==> config.mk <==
export PLATFORM = sky130hd
export DESIGN_NAME = freq_readout_decoder
export DESIGN_NICKNAME = d
export VERILOG_FILES = /design/src/rtl/freq_pixel_pkg.sv /design/src/rtl/repeated_sub_divider.sv /design/src/rtl/freq_readout_decoder.sv
export SDC_FILE = /design/constraint.sdc
export NUM_CORES = 1
export LEC_CHECK = 0
export CORE_UTILIZATION = 33
export DETAILED_ROUTE_END_ITERATION = 10
export MAX_ROUTING_LAYER = met4
export PLACE_DENSITY = 0.54
export SLEW_MARGIN = 40
export SYNTH_ARGS = -nofsm -noshare
export SYNTH_HDL_FRONTEND = slang
export SYNTH_HIERARCHICAL = 1
export SYNTH_SLANG_ARGS = --single-unit
==> constraint.sdc <==
create_clock -name CLK -period 2.75 [get_ports CLK]
set_clock_uncertainty 0.05 [all_clocks]
set_input_delay 0.4125 -clock CLK [delete_from_list [all_inputs] [get_ports CLK]]
set_output_delay 0.4125 -clock CLK [all_outputs]
set_load 0.02 [all_outputs]
==> src/rtl/freq_pixel_pkg.sv <==
// Shared constants and types for the pixel frequency generator and its readout decoder.
// Both sides derive their count limits from these helpers so the mapping stays identical.
package freq_pixel_pkg;

  typedef enum logic {
    ARMING    = 1'b0,
    MEASURING = 1'b1
  } meas_state_t;

  function automatic int calc_max_count(input int clock_freq, input int low_freq);
    return clock_freq / (2 * low_freq);
  endfunction

  function automatic int calc_min_count(input int clock_freq, input int high_freq);
    return clock_freq / (2 * high_freq);
  endfunction

  function automatic int calc_step(input int max_count, input int min_count, input int input_bits);
    return (max_count - min_count) / ((1 << input_bits) - 1);
  endfunction

  function automatic int calc_counter_size(input int max_count);
    return $clog2(max_count + 1);
  endfunction

  function automatic int calc_timeout_cycles(input int max_count);
    return 2 * (max_count + 1);
  endfunction

endpackage

==> src/rtl/repeated_sub_divider.sv <==
// Sequential restoring divider: one quotient bit per cycle, WIDTH_Q cycles per division.
// The caller must guarantee dividend < divisor * 2**WIDTH_Q (WIDTH_Q >= 2).
module repeated_sub_divider #(
  parameter int WIDTH_IN = 16,
  parameter int WIDTH_Q  = 8
) (
  input  logic                CLK,
  input  logic                RST_N,
  input  logic                start,
  input  logic [WIDTH_IN-1:0] dividend,
  input  logic [WIDTH_IN-1:0] divisor,
  output logic                busy,
  output logic                done,
  output logic [WIDTH_Q-1:0]  quotient
);

  localparam int SH_W  = WIDTH_IN + WIDTH_Q - 1;
  localparam int BIT_W = $clog2(WIDTH_Q + 1);

  logic [WIDTH_IN-1:0] rem_q;
  logic [SH_W-1:0]     shifted_q;
  logic [BIT_W-1:0]    bits_left;
  logic                fits;

  // Trial subtraction of the divisor aligned to the current quotient bit.
  assign fits = (SH_W'(rem_q) >= shifted_q);

  // NOTE: state registers use non-blocking assignments so every flop samples pre-edge values.
  always_ff @(posedge CLK) begin
    if (!RST_N) begin
      rem_q     <= '0;
      shifted_q <= '0;
      bits_left <= '0;
      quotient  <= '0;
      busy      <= 1'b0;
      done      <= 1'b0;
    end else begin
      done <= 1'b0;
      if (start && !busy) begin
        rem_q     <= dividend;
        shifted_q <= SH_W'(divisor) << (WIDTH_Q - 1);
        bits_left <= BIT_W'(WIDTH_Q);
        quotient  <= '0;
        busy      <= 1'b1;
      end else if (busy) begin
        if (fits) rem_q <= rem_q - shifted_q[WIDTH_IN-1:0];
        quotient  <= {quotient[WIDTH_Q-2:0], fits};
        shifted_q <= shifted_q >> 1;
        bits_left <= bits_left - BIT_W'(1);
        if (bits_left == BIT_W'(1)) begin
          busy <= 1'b0;
          done <= 1'b1;
        end
      end
    end
  end

endmodule

==> src/rtl/freq_readout_decoder.sv <==
// Recovers the light value from a pixel square wave by timing its half-period and dividing.
// Optional FREQ_READOUT_OVERRUN_CNT_EN adds a saturating count of dropped measurements.
module freq_readout_decoder
  import freq_pixel_pkg::*;
#(
  parameter int CLOCK_FREQ  = 50_000_000,
  parameter int LOW_FREQ    = 1_000,
  parameter int HIGH_FREQ   = 20_000_000,
  parameter int INPUT_BITS  = 8,
  parameter int SYNC_STAGES = 2
) (
  input  logic                  CLK,
  input  logic                  RST_N,
  input  logic                  FREQ_IN,
  output logic [INPUT_BITS-1:0] VALUE_OUT,
  output logic                  VALUE_VALID,
  output logic                  TIMEOUT,
  output logic                  OVERRUN
`ifdef FREQ_READOUT_OVERRUN_CNT_EN
  ,
  output logic [7:0]            OVERRUN_COUNT
`endif
);

  localparam int MAX_COUNT      = calc_max_count(CLOCK_FREQ, LOW_FREQ);
  localparam int MIN_COUNT      = calc_min_count(CLOCK_FREQ, HIGH_FREQ);
  localparam int STEP           = calc_step(MAX_COUNT, MIN_COUNT, INPUT_BITS);
  localparam int TIMEOUT_CYCLES = calc_timeout_cycles(MAX_COUNT);
  localparam int CNT_W          = $clog2(TIMEOUT_CYCLES + 1);
  localparam int SAT_LIMIT      = STEP << INPUT_BITS;
  localparam int DIV_W          = $clog2(SAT_LIMIT);
  localparam int D_W            = CNT_W + 2;

  localparam logic signed [D_W-1:0] MAX_S = D_W'(MAX_COUNT);
  localparam logic signed [D_W-1:0] SAT_S = D_W'(SAT_LIMIT);

  logic [SYNC_STAGES-1:0] sync_q;
  logic                   freq_prev;
  logic                   freq_edge;
  logic [CNT_W-1:0]       interval_cnt;
  logic                   timeout_hit;
  meas_state_t            state_q, state_d;
  logic                   start_div, drop_meas;
  logic signed [D_W-1:0]  diff;
  logic [DIV_W-1:0]       dividend;
  logic                   div_busy, div_done;
  logic [INPUT_BITS-1:0]  quotient;

  always_ff @(posedge CLK) begin
    if (!RST_N) begin
      sync_q    <= '0;
      freq_prev <= 1'b0;
    end else begin
      sync_q    <= {sync_q[SYNC_STAGES-2:0], FREQ_IN};
      freq_prev <= sync_q[SYNC_STAGES-1];
    end
  end

  assign freq_edge = sync_q[SYNC_STAGES-1] ^ freq_prev;

  // Threshold is detected one count early so TIMEOUT rises as the counter saturates, once only.
  assign timeout_hit = !freq_edge && (interval_cnt == CNT_W'(TIMEOUT_CYCLES - 1));

  always_ff @(posedge CLK) begin
    if (!RST_N)                                        interval_cnt <= '0;
    else if (freq_edge)                                interval_cnt <= '0;
    else if (interval_cnt != CNT_W'(TIMEOUT_CYCLES))   interval_cnt <= interval_cnt + CNT_W'(1);
  end

  always_ff @(posedge CLK) begin
    if (!RST_N) state_q <= ARMING;
    else        state_q <= state_d;
  end

  // NOTE: every combinational output gets a default first so no path can infer a latch.
  always_comb begin
    state_d = state_q;
    case (state_q)
      ARMING:    if (freq_edge)   state_d = MEASURING;
      MEASURING: if (timeout_hit) state_d = ARMING;
      default:                    state_d = ARMING;
    endcase
  end

  always_comb begin
    start_div = 1'b0;
    drop_meas = 1'b0;
    if (state_q == MEASURING && freq_edge) begin
      if (div_busy) drop_meas = 1'b1;
      else          start_div = 1'b1;
    end
  end

  // d = MAX_COUNT + 1 - H with H = interval_cnt + 1; clamped so the divider never overflows.
  assign diff = MAX_S - $signed({2'b00, interval_cnt});

  always_comb begin
    if (diff[D_W-1] || diff == '0) dividend = '0;
    else if (diff >= SAT_S)        dividend = DIV_W'(SAT_LIMIT - 1);
    else                           dividend = diff[DIV_W-1:0];
  end

  repeated_sub_divider #(
    .WIDTH_IN (DIV_W),
    .WIDTH_Q  (INPUT_BITS)
  ) u_divider (
    .CLK      (CLK),
    .RST_N    (RST_N),
    .start    (start_div),
    .dividend (dividend),
    .divisor  (DIV_W'(STEP)),
    .busy     (div_busy),
    .done     (div_done),
    .quotient (quotient)
  );

  always_ff @(posedge CLK) begin
    if (!RST_N) begin
      VALUE_OUT   <= '0;
      VALUE_VALID <= 1'b0;
      TIMEOUT     <= 1'b0;
      OVERRUN     <= 1'b0;
    end else begin
      VALUE_VALID <= timeout_hit || div_done;
      OVERRUN     <= drop_meas;
      if (timeout_hit)   VALUE_OUT <= '0;
      else if (div_done) VALUE_OUT <= quotient;
      if (freq_edge)        TIMEOUT <= 1'b0;
      else if (timeout_hit) TIMEOUT <= 1'b1;
    end
  end

`ifdef FREQ_READOUT_OVERRUN_CNT_EN
  // Counts drops since the last VALUE_VALID; a drop in the VALUE_VALID cycle opens the new window.
  always_ff @(posedge CLK) begin
    if (!RST_N)                                 OVERRUN_COUNT <= '0;
    else if (VALUE_VALID)                       OVERRUN_COUNT <= {7'd0, drop_meas};
    else if (drop_meas && OVERRUN_COUNT != '1)  OVERRUN_COUNT <= OVERRUN_COUNT + 8'd1;
  end
`endif

endmodule

==> metrics.cfg, run 1 <==
[routing]
drt-total-wl_um = 12200
dr_total_vias = 4324
drt_iter0_drc = 243
wire_per_inst_um = 14.9
drc = 0
viasPerCell = 5.28
final_antenna_net_count = 0
drt_first_pass_iters = 4

[cells_and_area]
syn2layout_area_growth_pct = 15.6
drive_gt1_share_pct = 13.4
nets = 655
multi_input_area_mm2 = 0.00323
fin_area_mm2 = 0.00583
ff_latch_area_mm2 = 0.00164
final_cell_count_no_fill = 819
n_fill_cell = 1459
diodes = 0

[pwr]
leakage_uw = 0.00214
powerDensity_mw_per_mm2 = 533
peakVddDrop_mv = 0.321

[worst_setup_path]
worstPathArrival_ns = 2.90
worst-path-buf-inv = 0
path_cells = or4_4, a21oi_4, nor2_1, a211oi_1, o21ai_2, a211oi_1, a221oi_2, a311oi_2
path_delay_family = compound AO/OA/AOI/OAI gates
crit_type = reg2reg
crit_path_frequent_cell = a211oi_1
critical_path.max_fanout = 5
r2r_setup_slack_ns = 0.06
critPathLaunchType = flip-flop
crit_path_end_kind = flip-flop
cp_slowest_cell = or4_4
cpPeakStageDelay_ns = 0.56
cp.required_ns = 2.96

[yosys]
synth_edf_count = 0
synthCells = 602
seq_area_frac_synth_pct = 32.5
synth.distinct_cells = 71
synth-seq-cells = 82
yosys_most_used_dff = dfxtp_1
synth.avg_cell_area_um2 = 8.38
syn-cell-area_mm2 = 0.00504
yosysWarnings = 6
async_reset_ff_share_pct = 0

[global_routing]
first_global_vias = 4160
grt_pass1_wl_um = 20500
grt_max_degree = 47
grt_usage_pct = 16.6
grt_antenna_before_repair = 0
gr-total-overflow = 0

[floorplanning]
die_x_um = 126
core_mm2 = 0.0147
die-area_mm2 = 0.0158
fp.dieH_um = 126
start_util_pct = 34.3
ioPinCount = 14
rows = 44

[clock_network]
htree_num_levels = 3
path_clk_slew_ns = 0.06
numCtsBuffers = 9
clock_path_buffers = 2
worstSkewPairLatency_ns = 0.34
cts_tree = done
cts_sinks = 82
cts-root-buf = clkbuf_16

[sta]
setup_viol_count_final = 0
period_share_pct = 97.7
tightest_slew_ns = 0.646
final-hold-violation-count = 0
fmaxAchievable_ghz = 0.372
maxSlewViolCount = 0
relSlewSlack_pct = 56.7
rsz0062_at_grt = yes
final.min_clock_period_ns = 2.69
tns_ns = 0

[placement]
io_buffers = 13
dpl.cell_count = 799
place.gp.congestion = 0.856
place_area_mm2 = 0.00547
hpwl_um = 8880

[hold_path]
hold_path_class = reg2reg

[outcome]
status = complete, no violations

[flow_run]
maxCapViolations = 0

-- kinds of logic (layout without fill, tap and decap cells) --
family                   Yosys count  in the layout  synth area share, %
XOR/XNOR                          30             30                 5.21
multiplexers                      33             33                 6.55
adder cells (fa/ha/maj)           22             22                 5.61
flip-flops                        82             82                 32.5
AO/OA/AOI/OAI                    146            146                 22.5
AND/OR/NAND/NOR                  223            224                 22.0
other                              2             15                0.149
buffers and inverters             64             83                 5.46
-- worst paths after layout --
check,end,from,cells past startpoint
worst max register to register,u_divider/rem_q[9],interval_cnt[0],8
worst min register to register,sync_q[1],sync_q[0],1
worst max-delay path,u_divider/rem_q[9],interval_cnt[0],8
worst min-delay path,sync_q[1],sync_q[0],1
-- per-layer routing --
layer,up-vias,track usage (%),wire length (µm)
met5,-,-,0
li1,2202,-,-
met2,68,26.0,5570
met1,2044,21.1,5990
met3,10,3.61,484
met4,0,5.31,163
-- cell usage after synthesis, types with 9 or more instances --
cell type  instances  area (µm²)
xor2_1            10        87.6
ha_1              21         263
inv_1             23        86.3
nand2_1           55         206
mux2i_1           33         330
xnor2_1           20         175
nor3_1            18        90.1
nand3_1           15        75.1
o211a_1            9        90.1
clkbuf_1          23        86.3
a21oi_1           31         155
nor2_1            79         297
o21ai_0            9        45.0
dfxtp_1           82        1640
a22oi_1           10        75.1
a211oi_1          16         120
-- flip-flops by register name (all words and copies together), names as in the netlist, 2 cells and up --
name	flops
sync_q	2
VALUE_OUT	8
interval_cnt	16
u_divider/bits_left	4
u_divider/rem_q	15
u_divider/quotient	8
u_divider/shifted_q	22
-- cells in the final DEF (no fill, tap or decap), types with 5 or more instances in the layout --
| cell | synthesis | layout |
|---|---|---|
| o211ai_1 | 7 | 7 |
| nor2_1 | 79 | 78 |
| xor2_1 | 10 | 10 |
| ha_1 | 21 | 20 |
| dfxtp_1 | 82 | 81 |
| or2_2 | 5 | 5 |
| xnor2_1 | 20 | 20 |
| o31ai_1 | 5 | 5 |
| a21o_1 | 7 | 7 |
| conb_1 | 2 | 15 |
| or3_1 | 5 | 5 |
| inv_1 | 23 | 23 |
| nand2_1 | 55 | 55 |
| o21a_1 | 6 | 6 |
| o21ai_0 | 9 | 9 |
| a311oi_2 | 6 | 7 |
| a211oi_1 | 16 | 16 |
| nand4_1 | 8 | 8 |
| buf_4 | 1 | 29 |
| o211a_1 | 9 | 9 |
| and2_1 | 7 | 7 |
| a21oi_1 | 31 | 30 |
| nor3_1 | 18 | 17 |
| mux2i_1 | 33 | 33 |
| a22oi_1 | 10 | 9 |
| clkbuf_16 | 0 | 9 |
| nand3_1 | 15 | 15 |
| clkdlybuf4s50_1 | 0 | 13 |
-- layout make-up --
cell class              instances  share of cell area (%)
flip-flops and latches         82                    28.2
inverters                      25                    1.61
repair buffers                 42                    5.97
clock inverters                 6                   0.794
well taps                     184                    3.95
multi-input cells             470                    55.4
clock buffers                  10                    4.10
-- metrics by stage --
stage	hold WS [ns]	power [µW]	util, %	setup WS, ns
after global routing	0.408	3280	39.7	-0.0445
final	0.389	3110	39.7	0.0633
after detailed placement	0.378	1980	37.2	0.0510
after CTS	0.393	3150	39.2	0.0378
after floorplan	0.362	1820	-	0.269
after global placement	0.369	1970	37.2	0.0999
-- what timing repair did --
action	in CTS	in global routing
hold buffers	0	0
setup endpoints to repair	0	14
buffers inserted	0	3
gates resized for setup	0	10
-- where the power goes --
group | switching [µW] | leakage (µW) | internal [µW] | total, µW
clock network | 508 | 0.000136 | 644 | 1150
logic | 407 | 0.00134 | 299 | 706
registers | 24.9 | 0.000663 | 1220 | 1250
(Power assumes the default switching activity.)
==> inputs of run 2 (changes only) <==
--- a/config.mk
+++ b/config.mk
@@ -7,6 +7,7 @@
 export LEC_CHECK = 0
 export CORE_UTILIZATION = 33
 export DETAILED_ROUTE_END_ITERATION = 10
+export GPL_ROUTABILITY_DRIVEN = 0
 export MAX_ROUTING_LAYER = met4
 export PLACE_DENSITY = 0.54
 export SLEW_MARGIN = 40
==> metrics.cfg, run 2 (synthesis gave the netlist of run 1 again) <==
[cells_and_area]
final_util_pct = 39.9  ; +0.21 points
final_common_cell = dfxtp_1
syn2layout_area_growth_pct = 16.2
regMostFlops = u_divider/shifted_q
ff_latch_area_mm2 = 0.00164  ; unchanged
multi_input_area_mm2 = 0.00322  ; -0.27%
final_cell_mix = dfxtp_1 (81), nor2_1 (78), nand2_1 (55)
diodes = 0  ; unchanged
nets = 656  ; +0.15%
top_regs = u_divider/shifted_q (22), interval_cnt (16), u_divider/rem_q (15)
n_fill_cell = 1468  ; +0.62%
largest_reg_flops = 22  ; unchanged
drive_gt1_share_pct = 13.2  ; -0.18 points

[floorplanning]
fp.dieH_um = 126  ; unchanged
start_util_pct = 34.3  ; unchanged
ioPinCount = 14  ; unchanged
core_mm2 = 0.0147  ; unchanged
rows = 44  ; unchanged
die-area_mm2 = 0.0158  ; unchanged
die_x_um = 126  ; unchanged

[hold_path]
hold_path_class = reg2reg

[clock_network]
numCtsBuffers = 9  ; unchanged
htree_num_levels = 3  ; unchanged
cts_sinks = 82  ; unchanged
worstSkewPairLatency_ns = 0.35  ; about the same
clock_path_buffers = 2  ; unchanged
cts_tree = done
cts-root-buf = clkbuf_16
path_clk_slew_ns = 0.06  ; about the same

[routing]
wire_per_inst_um = 14.9  ; -0.23%
drc = 0  ; unchanged
drt-total-wl_um = 12200  ; -0.11%
viasPerCell = 5.29  ; +0.16%
drt_iter0_drc = 240  ; -1.2%
drt_first_pass_iters = 5  ; +1
final_antenna_net_count = 0  ; unchanged
dr_total_vias = 4336  ; +0.28%

[outcome]
status = complete, no violations

[worst_setup_path]
worstPathArrival_ns = 2.84  ; -0.06 ns
crit_path_end_kind = flip-flop
critical_path.max_fanout = 9  ; +4
worst-path-buf-inv = 2  ; +2
cpPeakStageDelay_ns = 0.56  ; about the same
cp.required_ns = 2.92  ; -0.04 ns
cp_slowest_cell = or4_4
path_cells = or4_4, a21oi_4, buf_4, xnor2_1, o211ai_1, a22oi_2, buf_4, a211oi_1, a221oi_1, a311oi_2
crit_type = reg2reg
critPathLaunchType = flip-flop
crit_path_frequent_cell = buf_4
path_delay_family = compound AO/OA/AOI/OAI gates

[sta]
period_share_pct = 96.9  ; -0.76 points
tightest_slew_ns = 0.671  ; +0.0250 ns
fmaxAchievable_ghz = 0.375  ; +0.78%
tns_ns = 0  ; unchanged
final.min_clock_period_ns = 2.67  ; -0.0208 ns
rsz0062_at_grt = yes
maxSlewViolCount = 0  ; unchanged
setup_viol_count_final = 0  ; unchanged
relSlewSlack_pct = 55.0  ; -1.7 points
final-hold-violation-count = 0  ; unchanged

[global_routing]
grt_pass1_wl_um = 20600  ; +0.71%
gr-total-overflow = 0  ; unchanged
grt_max_degree = 31  ; -34%
first_global_vias = 4152  ; -0.19%
grt_antenna_before_repair = 0  ; unchanged
grt_usage_pct = 16.8  ; +0.21 points

[pwr]
leakage_uw = 0.00217  ; +1.1%
peakVddDrop_mv = 0.386  ; +20%
powerDensity_mw_per_mm2 = 549  ; +3.0%

[placement]
hpwl_um = 8750  ; -1.5%
io_buffers = 13  ; unchanged

[flow_run]
maxCapViolations = 0  ; unchanged

-- run 2: cell types whose count changed in the layout (fill, tap and decap cells not counted), sizes merged --
cell    before  now
buf         29   31
inv         26   25
bufinv       0    1
nor3        20   19
-- run 2: what timing repair did --
action,4_1_cts,5_1_grt
buffers inserted,0,5
endpoints found under the setup margin,0,12
hold buffers,0,0
resized for setup,0,9
endpoints found under the hold margin,0,0
-- run 2: power by group --
group	leakage (µW)	switching [µW]	internal [µW]	total, µW
Clock	0.000146	520	736	1260
Sequential	0.000663	24.2	1220	1250
Combinational	0.00136	414	298	713
-- run 2: cell type report --
type	instances	area share [%]
clock buffer	10	4.08
timing repair buffer	44	6.19
multi-input combinational	469	55.0
sequential	82	28.0
tap	184	3.93
clock inverter	6	1.22
inverter	25	1.60
-- run 2: worst paths after layout --
path / start / cells past startpoint / end / slack [ns]
hold reg to reg: sync_q[0] / 1 / sync_q[1] / 0.38
setup reg to reg: interval_cnt[0] / 10 / u_divider/rem_q[9] / 0.08
setup / recovery: interval_cnt[0] / 10 / u_divider/rem_q[9] / 0.08
hold / removal: sync_q[0] / 1 / sync_q[1] / 0.38
-- run 2: stage by stage --
step	power (µW)	worst slack, ns	area [µm²]	hold slack [ns]	cells
after global placement	1970	0.115	5470	0.370	799
final	3220	0.0841	5860	0.383	820
after CTS	3250	0.0311	5780	0.387	815
after detailed placement	1980	0.0543	5470	0.372	799
after floorplan	1820	0.269	5090	0.362	615
after global routing	3370	-0.0617	5860	0.407	820
-- run 2: routing by layer --
| metal | vias to the layer above | GRT usage [%] | share of wire (%) |
|---|---|---|---|
| li1 | 2202 | - | - |
| met1 | 2042 | 21.4 | 49 |
| met3 | 18 | 2.51 | 3.3 |
| met2 | 74 | 25.9 | 45 |
| met4 | 0 | 8.03 | 2.4 |
| met5 | - | - | 0 |
-- run 2: worst register-to-register path, cell delays in order (launching register included) --
cell,delay [ns]
dfxtp_1,0.34
or4_4,0.56
a21oi_4,0.23
buf_4,0.15
xnor2_1,0.16
o211ai_1,0.16
a22oi_2,0.14
buf_4,0.19
a211oi_1,0.09
a221oi_1,0.34
a311oi_2,0.14
